File: config.mk
export PLATFORM = sky130hd
export DESIGN_NAME = axi_nport_arbiter
export DESIGN_NICKNAME = d
export VERILOG_FILES = /design/src/rtl/axi_nport_arbiter.sv
export SDC_FILE = /design/constraint.sdc
export NUM_CORES = 1
export LEC_CHECK = 0
export CAP_MARGIN = 15
export CORE_AREA = 2 2 180 182
export DETAILED_ROUTE_END_ITERATION = 16
export DIE_AREA = 0 0 182 184
export SYNTH_ARGS = -nofsm -noshare
export SYNTH_HDL_FRONTEND = slang
export SYNTH_SLANG_ARGS = --single-unit
export TNS_END_PERCENT = 30
File: constraint.sdc
create_clock -name aclk -period 2.83 [get_ports aclk]
set_input_delay 0.566 -clock aclk [delete_from_list [all_inputs] [get_ports aclk]]
set_output_delay 0.566 -clock aclk [all_outputs]
set_load 0.05 [all_outputs]
File: src/rtl/axi_nport_arbiter.sv
// rtl/axi_nport_arbiter.sv - N-port burst client arbiter onto a single-outstanding AXI3 master
// Define ARB_ROUND_ROBIN_EN for round-robin grant; otherwise the lowest-index requester wins.
module axi_nport_arbiter #(
    parameter int NUM_PORTS = 3,
    parameter int ADDR_W    = 32,
    parameter int DATA_W    = 32
) (
    input  logic                            aclk,
    input  logic                            aresetn,
    input  logic [NUM_PORTS-1:0]            req_valid,
    input  logic [NUM_PORTS-1:0]            req_write,
    input  logic [NUM_PORTS*ADDR_W-1:0]     req_addr,
    input  logic [NUM_PORTS*4-1:0]          req_len,
    input  logic [NUM_PORTS*3-1:0]          req_size,
    input  logic [NUM_PORTS*DATA_W-1:0]     req_wdata,
    input  logic [NUM_PORTS*(DATA_W/8)-1:0] req_wstrb,
    output logic [NUM_PORTS-1:0]            req_ready,
    output logic [DATA_W-1:0]               rsp_rdata,
    output logic [NUM_PORTS-1:0]            rsp_rvalid,
    output logic                            rsp_rlast,
    output logic [NUM_PORTS-1:0]            rsp_wnext,
    output logic [NUM_PORTS-1:0]            rsp_done,
    output logic                            rsp_err,
    output logic [3:0]                      arid,
    output logic [ADDR_W-1:0]               araddr,
    output logic [3:0]                      arlen,
    output logic [2:0]                      arsize,
    output logic [1:0]                      arburst,
    output logic                            arvalid,
    input  logic                            arready,
    input  logic [3:0]                      rid,
    input  logic [DATA_W-1:0]               rdata,
    input  logic [1:0]                      rresp,
    input  logic                            rlast,
    input  logic                            rvalid,
    output logic                            rready,
    output logic [3:0]                      awid,
    output logic [ADDR_W-1:0]               awaddr,
    output logic [3:0]                      awlen,
    output logic [2:0]                      awsize,
    output logic [1:0]                      awburst,
    output logic                            awvalid,
    input  logic                            awready,
    output logic [3:0]                      wid,
    output logic [DATA_W-1:0]               wdata,
    output logic [DATA_W/8-1:0]             wstrb,
    output logic                            wlast,
    output logic                            wvalid,
    input  logic                            wready,
    input  logic [3:0]                      bid,
    input  logic [1:0]                      bresp,
    input  logic                            bvalid,
    output logic                            bready
);

    localparam int SW = DATA_W / 8;

    typedef enum logic [2:0] {S_IDLE, S_AR, S_R, S_AW, S_W, S_B} state_t;

    state_t                state_q, state_d;
    logic [2:0]            g_q, g_d;
    logic [3:0]            len_q, len_d;
    logic [3:0]            cnt_q, cnt_d;
    logic                  err_q, err_d;
    logic [NUM_PORTS-1:0]  req_ready_q, req_ready_d;
    logic [NUM_PORTS-1:0]  rsp_done_q, rsp_done_d;
    logic                  rsp_err_q, rsp_err_d;
    logic [3:0]            arid_q, arid_d;
    logic [ADDR_W-1:0]     araddr_q, araddr_d;
    logic [3:0]            arlen_q, arlen_d;
    logic [2:0]            arsize_q, arsize_d;
    logic [3:0]            awid_q, awid_d;
    logic [ADDR_W-1:0]     awaddr_q, awaddr_d;
    logic [3:0]            awlen_q, awlen_d;
    logic [2:0]            awsize_q, awsize_d;
`ifdef ARB_ROUND_ROBIN_EN
    logic [2:0]            ptr_q, ptr_d;
`endif

    logic                  any_req;
    logic [2:0]            win;
    logic [NUM_PORTS-1:0]  g_onehot;
    logic [DATA_W-1:0]     wdata_mux;
    logic [SW-1:0]         wstrb_mux;

    // Channel IDs, rresp[0] and bresp[0] carry nothing for a single-outstanding master.
    logic unused_inputs;
    assign unused_inputs = ^{rid, bid, rresp[0], bresp[0]};

    // Winner search: iterate offsets high to low so the smallest offset from the start point wins.
    always_comb begin
        any_req = |req_valid;
        win     = '0;
`ifdef ARB_ROUND_ROBIN_EN
        for (int k = NUM_PORTS - 1; k >= 0; k--) begin
            logic [3:0] sum;
            sum = {1'b0, ptr_q} + 4'(k);
            if (sum >= 4'(NUM_PORTS)) sum = sum - 4'(NUM_PORTS);
            for (int p = 0; p < NUM_PORTS; p++) begin
                if (sum[2:0] == 3'(p) && req_valid[p]) win = 3'(p);
            end
        end
`else
        for (int k = NUM_PORTS - 1; k >= 0; k--) begin
            if (req_valid[k]) win = 3'(k);
        end
`endif
    end

    always_comb begin
        g_onehot  = '0;
        wdata_mux = '0;
        wstrb_mux = '0;
        for (int k = 0; k < NUM_PORTS; k++) begin
            if (g_q == 3'(k)) begin
                g_onehot[k] = 1'b1;
                wdata_mux   = req_wdata[k*DATA_W +: DATA_W];
                wstrb_mux   = req_wstrb[k*SW +: SW];
            end
        end
    end

    always_comb begin
        state_d     = state_q;
        g_d         = g_q;
        len_d       = len_q;
        cnt_d       = cnt_q;
        err_d       = err_q;
        req_ready_d = '0;
        rsp_done_d  = '0;
        rsp_err_d   = 1'b0;
        arid_d      = arid_q;
        araddr_d    = araddr_q;
        arlen_d     = arlen_q;
        arsize_d    = arsize_q;
        awid_d      = awid_q;
        awaddr_d    = awaddr_q;
        awlen_d     = awlen_q;
        awsize_d    = awsize_q;
`ifdef ARB_ROUND_ROBIN_EN
        ptr_d       = ptr_q;
`endif
        case (state_q)
            S_IDLE: begin
                if (any_req) begin
                    g_d   = win;
                    cnt_d = '0;
                    err_d = 1'b0;
`ifdef ARB_ROUND_ROBIN_EN
                    if (win == 3'(NUM_PORTS - 1)) ptr_d = '0;
                    else                          ptr_d = win + 3'd1;
`endif
                    for (int k = 0; k < NUM_PORTS; k++) begin
                        if (win == 3'(k)) begin
                            req_ready_d[k] = 1'b1;
                            len_d          = req_len[k*4 +: 4];
                            if (req_write[k]) begin
                                awid_d   = {1'b0, win};
                                awaddr_d = req_addr[k*ADDR_W +: ADDR_W];
                                awlen_d  = req_len[k*4 +: 4];
                                awsize_d = req_size[k*3 +: 3];
                                state_d  = S_AW;
                            end else begin
                                arid_d   = {1'b0, win};
                                araddr_d = req_addr[k*ADDR_W +: ADDR_W];
                                arlen_d  = req_len[k*4 +: 4];
                                arsize_d = req_size[k*3 +: 3];
                                state_d  = S_AR;
                            end
                        end
                    end
                end
            end
            S_AR: if (arready) state_d = S_R;
            S_R: begin
                if (rvalid) begin
                    err_d = err_q | rresp[1];
                    if (rlast) begin
                        rsp_done_d = g_onehot;
                        rsp_err_d  = err_q | rresp[1];
                        state_d    = S_IDLE;
                    end
                end
            end
            S_AW: if (awready) state_d = S_W;
            S_W: begin
                if (wready) begin
                    cnt_d = cnt_q + 4'd1;
                    if (cnt_q == len_q) state_d = S_B;
                end
            end
            S_B: begin
                if (bvalid) begin
                    err_d      = bresp[1];
                    rsp_done_d = g_onehot;
                    rsp_err_d  = bresp[1];
                    state_d    = S_IDLE;
                end
            end
            default: state_d = S_IDLE;
        endcase
    end

    always_ff @(posedge aclk or negedge aresetn) begin
        if (!aresetn) begin
            state_q     <= S_IDLE;
            g_q         <= '0;
            len_q       <= '0;
            cnt_q       <= '0;
            err_q       <= 1'b0;
            req_ready_q <= '0;
            rsp_done_q  <= '0;
            rsp_err_q   <= 1'b0;
            arid_q      <= '0;
            araddr_q    <= '0;
            arlen_q     <= '0;
            arsize_q    <= '0;
            awid_q      <= '0;
            awaddr_q    <= '0;
            awlen_q     <= '0;
            awsize_q    <= '0;
`ifdef ARB_ROUND_ROBIN_EN
            ptr_q       <= '0;
`endif
        end else begin
            state_q     <= state_d;
            g_q         <= g_d;
            len_q       <= len_d;
            cnt_q       <= cnt_d;
            err_q       <= err_d;
            req_ready_q <= req_ready_d;
            rsp_done_q  <= rsp_done_d;
            rsp_err_q   <= rsp_err_d;
            arid_q      <= arid_d;
            araddr_q    <= araddr_d;
            arlen_q     <= arlen_d;
            arsize_q    <= arsize_d;
            awid_q      <= awid_d;
            awaddr_q    <= awaddr_d;
            awlen_q     <= awlen_d;
            awsize_q    <= awsize_d;
`ifdef ARB_ROUND_ROBIN_EN
            ptr_q       <= ptr_d;
`endif
        end
    end

    // Valids decode straight from the state register so reset clears them asynchronously.
    assign arvalid    = (state_q == S_AR);
    assign rready     = (state_q == S_R);
    assign awvalid    = (state_q == S_AW);
    assign wvalid     = (state_q == S_W);
    assign bready     = (state_q == S_B);
    assign wlast      = (state_q == S_W) && (cnt_q == len_q);
    assign wdata      = (state_q == S_W) ? wdata_mux : '0;
    assign wstrb      = (state_q == S_W) ? wstrb_mux : '0;
    assign wid        = awid_q;
    assign arid       = arid_q;
    assign araddr     = araddr_q;
    assign arlen      = arlen_q;
    assign arsize     = arsize_q;
    assign arburst    = 2'b01;
    assign awid       = awid_q;
    assign awaddr     = awaddr_q;
    assign awlen      = awlen_q;
    assign awsize     = awsize_q;
    assign awburst    = 2'b01;
    assign req_ready  = req_ready_q;
    assign rsp_done   = rsp_done_q;
    assign rsp_err    = rsp_err_q;
    assign rsp_rdata  = (state_q == S_R) ? rdata : '0;
    assign rsp_rvalid = (state_q == S_R && rvalid) ? g_onehot : '0;
    assign rsp_rlast  = (state_q == S_R) && rvalid && rlast;
    assign rsp_wnext  = (state_q == S_W && wready) ? g_onehot : '0;

endmodule

# Yosys cells after proc, flatten, opt, wreduce, memory -nomap -nowiden
# Cells that the tools add are included.
[op_classes] addsub=1 eq_ne=19 n_mux=103 bitwise_logic=1 n_reduce_logical=16
[ops] op="$mux W32" n=17
[ops] op="$mux W4" n=33
[ops] op="$mux W3" n=31
[ops] op="$pmux W3 S6" n=1
[ops] op="$eq A3 B2 Y1 const B" n=4
[ops] op="$mux W1" n=12
[ops] op="$mux W2" n=5
[ops] op="$eq A3 B1 Y1 const B" n=3
[ops] op="$logic_not A3 Y1" n=3
[ops] op="$reduce_and A9 Y1" n=1
[ops] op="$ne A2 B1 Y1 const B" n=4
[ops] op="$ne A2 B2 Y1 const B" n=4
[ops] op="$pmux W4 S2" n=1
[ops] op="$eq A3 B3 Y1 const B" n=2
[ops] op="$pmux W3 S2" n=1
[ops] op="$reduce_and A3 Y1" n=2
[ops] op="$reduce_bool A3 Y1" n=2
[ops] op="$add A4 B1 Y4 const B" n=1
[ops] op="$eq A4 B4 Y1" n=1
[ops] op="$logic_and A1 B1 Y1" n=4
[ops] op="$ne A4 B4 Y1 const B" n=1
[ops] op="$reduce_and A4 Y1" n=1
[ops] op="$pmux W1 S3" n=1
[ops] op="$reduce_or A3 Y1" n=1
[ops] op="4 further kinds" n=4
[word_totals] ff_bits=108 in_bits=283 out_inout_bits=182 elab_cells=156

# Logic depth before layout (Yosys ltp)
[logic_depth] word_depth=9 ltp_mapped=8 ltp_nobuf=6

# Worst setup path after synthesis
# Ideal clock, no wire load.
[synth_path] path_type="reg2out" start="reg state_q[0]" end="out rsp_wnext[0]" arrival_ns=2.372 required_ns=2.264 path_slack_ns=-0.108 stages_incl_launch_ff=7 n_path_buf=1 path_cell_list="dfrtp_1 buf_2 nor2_1 nand2_1 inv_1 nand2_1 nor3_1"
[synth_between] elab_chain_cells=3
[synth_lines] element="start: declaration" line="60" text="state_t state_q, state_d;"
[synth_lines] element="start signal: assignment" line="226" text="state_q <= state_d;"
[synth_lines] element="$eq A3 B3 Y1"
[synth_lines] element="named net wvalid" line="48" text="output logic wvalid,"
[synth_lines] element="$logic_and A1 B1 Y1" line="274" text="assign rsp_wnext = (state_q == S_W && wready) ? g_onehot : '0;"
[synth_lines] element="$mux W3" line="274"
[synth_lines] element="end: declaration" line="21" text="output logic [NUM_PORTS-1:0] rsp_wnext,"
# The timed path passes the listed nets, and every way through them passes these cells.

# Worst setup path in the final report
[layout_path] start="reg state_q[2]" end="out awvalid"
[layout_between] elab_chain_cells=1
[layout_lines] element="$eq A3 B2 Y1" line="251" text="assign awvalid = (state_q == S_AW);"
[layout_lines] element="end: declaration" line="42" text="output logic awvalid,"
# No other way between the ends.

==> flow_summary_export.csv <==
group,metric,value,unit
status,outcome,"finished, final reports clean",
finish,final_layout_size_suffix_gt1_share,12.9,%
setup_path,cp.arrival,2.00,ns
die,initial_core_util,24.6,%
timing,slew_viol_final,0,
synth,ys_async_sr_fraction,100,%
finish,final_common_cell,"clkdlybuf4s50_1",
setup_path,path_max_fanout,10,
placed_design,place_hpwl,29.1,mm
timing,rsz0062_at_grt,"false",
grt,grt_pass1_vias,9324,
placed_design,placement.setup.worst_slack,0.184,ns
drt,drtAntennaViolNets,0,
setup_path,rr_endpoint,"awaddr[19]$_DFFE_PN0P_",
timing,hold_viol,0,
synth,syn_avg_cell_area,8.33,um^2
drt,wirelength,40.0,mm
timing,max_slew.worst_pin.slew,0.672,ns
finish,nNetsFinal,1617,
timing,finalSetupTns,0,ns
power_and_ir_drop,p_sw,6800,uW
finish,area_growth,75.2,%
grt,grt_max_degree,51,
placed_design,globalplace.congestion,0.845,
die,dieHeight,184,um
finish,fin_util,43.2,%
setup_path,worstPathRequired,2.26,ns
power_and_ir_drop,p_per_area,958,nW/um^2
grt,antenna_found_initial,1,
synth,synth_flop_cell,"dfrtp_1",
timing,setup_viol_count_final,0,
drt,drt_iter0_drc,625,
timing,period_needed,2.57,ns
die,die_area,33500,um^2
clock_tree,cts_buffers,9,
power_and_ir_drop,pwr-share-clk,10.8,%
synth,synth-seq-cells,107,
die,die_w,182,um
die,rows,65,
drt,vias,9411,
setup_path,path_class,"flop to output port",
clock_tree,root_buffer,"clkbuf_16",
clock_tree,cts_tree,"done",
timing,max_freq,389,MHz
power_and_ir_drop,leakage,0.00541,uW
timing,min_period_over_period,90.8,%
clock_tree,htreeDepth,3,
power_and_ir_drop,p_seq_share,21.5,%
finish,num_antenna_cells,0,
synth,seq_area_frac_synth,34.6,%
synth,syn-instance-count,928,
die,core_region_area,31400,um^2
setup_path,path_cells,"nand2b_1, nor2_1, clkdlybuf4s50_1",
setup_path,crit_path_end_kind,"output port",
drt,via_per_inst,5.41,
synth,yosysWarnings,0,
drt,wl_per_cell,23.0,um
synth,netlist_area,7730,um^2
synth,synth_cell_types,58,
power_and_ir_drop,vdd_drop_max,0.620,mV
finish,fin_cells,1740,
setup_path,worstSetupStartpointType,"flop",
die,ioPinCount,465,
setup_path,r2r_start,"state_q[0]$_DFFE_PN0P_",
timing,max_slew_margin,55.1,%
timing,skew,0.0241,ns
power_and_ir_drop,p_int,6180,uW
finish,fillers,3034,
setup_path,slowest_delay,0.83,ns
placed_design,dp_cells,1724,
clock_tree,cts_setup_buffers,0,
synth,synth_edf_count,0,
power_and_ir_drop,pwr-share-comb,67.6,%
drt,first_pass_iters,6,
drt,drc,0,
grt,grt_pass1_wl,59.3,mm
clock_tree,clock-sinks,107,
clock_tree,clock_latency,0.38,ns
setup_path,slowest_stage,"clkdlybuf4s50_1",
grt,globalRouteTotalUtil,22.9,%
clock_tree,cts_buffer_depth,2,
worst_hold_path,hold_class,"input port to async pin",
grt,grt_overflow,0,
clock_tree,clkTransAtPathRegs,0.09,ns
job,maxCapViolCount,0,
placed_design,port_buffers,450,
power_and_ir_drop,sw_frac_of_total,52.4,%
setup_path,reg2reg_slack,0.66,ns
timing,setup_ws,0.261,ns
finish,final_cell_mix,"clkdlybuf4s50_1, nor2_1, dfrtp_1, buf_4, buf_12",
setup_path,ff2ff_path_depth,6,
-- worst max-delay path: cells and delay by family, from the launching register on --
family	cells	cell delay, ns
AND/OR/NAND/NOR	2	0.33
flip-flops	1	0.49
buffers and inverters	1	0.83
-- logic make-up after synthesis --
group,share of synthesized area (%)
fa+ha+maj,0.162
flops,34.6
mux,4.93
other cells,0.0971
compound gates,30.9
xor+xnor,0.566
simple gates,21.3
buf+inv,7.36
-- cell type report --
| cell class | instances | area (um^2) | area share [%] |
|---|---|---|---|
| Tap cell | 402 | 503 | 3.71 |
| Multi-Input combinational cell | 704 | 4570 | 33.7 |
| Timing Repair Buffer | 500 | 5440 | 40.1 |
| Clock inverter | 7 | 93.8 | 0.692 |
| Clock buffer | 9 | 225 | 1.66 |
| Inverter | 11 | 41.3 | 0.305 |
| Sequential cell | 107 | 2680 | 19.8 |
-- routing by layer --
| layer | track usage (%) | up-vias | share of wire [%] |
|---|---|---|---|
| met5 | 0 | - | 0.032 |
| met4 | 6.26 | 2 | 2.0 |
| met3 | 5.11 | 55 | 8.5 |
| met2 | 39.4 | 523 | 49 |
| met1 | 28.9 | 4553 | 40 |
| li1 | - | 4278 | - |
-- power groups by stage --
stage                     sequential [uW]  combinational (uW)  clock [uW]
final                                2790                8780        1410
after global routing                 2880                9280        1500
after CTS                            2790                8840        1450
after detailed placement             2800                8820           0
after global placement               2800                8740           0
after floorplan                      4440                3720           0
-- synth_stat cells, types with 5 or more instances --
cell type,number,share of area [%]
nor2_1,148,7.2
dfrtp_1,107,35
o31ai_1,55,5.3
clkbuf_1,54,2.6
a22oi_1,53,5.1
a211oi_1,51,5.0
nand2_1,46,2.2
o221ai_1,44,5.0
a21oi_1,43,2.8
and3_1,40,3.2
mux2i_1,37,4.8
and2_1,35,2.8
buf_2,35,2.3
or3_1,24,1.9
a211o_1,22,2.5
a21boi_0,12,1.2
inv_1,11,0.53
buf_4,9,0.87
o21ai_0,8,0.52
buf_6,6,0.87
nand2b_1,6,0.49
nand3_1,6,0.39
nor3_1,6,0.39
o22ai_1,6,0.49
nor2b_1,5,0.40
-- worst max path at each step --
stage	from	end	slack, ns	cells past startpoint
global route	state_q[0]$_DFFE_PN0P_	rsp_wnext[0]	0.08	6
global placement	req_valid[0]	state_q[2]$_DFFE_PN0P_	0.22	7
floorplan	state_q[2]$_DFFE_PN0P_	rsp_rvalid[0]	0.007	5
finish	state_q[2]$_DFFE_PN0P_	awvalid	0.26	3
CTS	g_q[1]$_DFFE_PN0P_	wdata[29]	0.10	6
detailed placement	req_valid[0]	state_q[2]$_DFFE_PN0P_	0.18	7
-- per-stage QoR --
stage	hold WS (ns)	power (uW)	area [um^2]
finish	0.131	13000	13600
global route	0.149	13700	13600
CTS	0.131	13100	13500
detailed placement	0.474	11600	13200
global placement	0.472	11500	13200
floorplan	0.270	8160	7750
-- state kept, by name (all words and copies together) (netlist names) --
register   cells
awaddr        32
awid           4
araddr        32
arsize         3
len_q          4
arid           4
g_q            2
err_q          1
cnt_q          4
arlen          4
rsp_err        1
awlen          4
rsp_done       3
state_q        3
req_ready      3
awsize         3
-- what timing repair did --
action                                  CTS  global route
endpoints found under the setup margin    0             5
hold buffers                              0             0
endpoints found under the hold margin     0             0
gates resized for setup                   0             1
(Power assumes the default switching activity.)
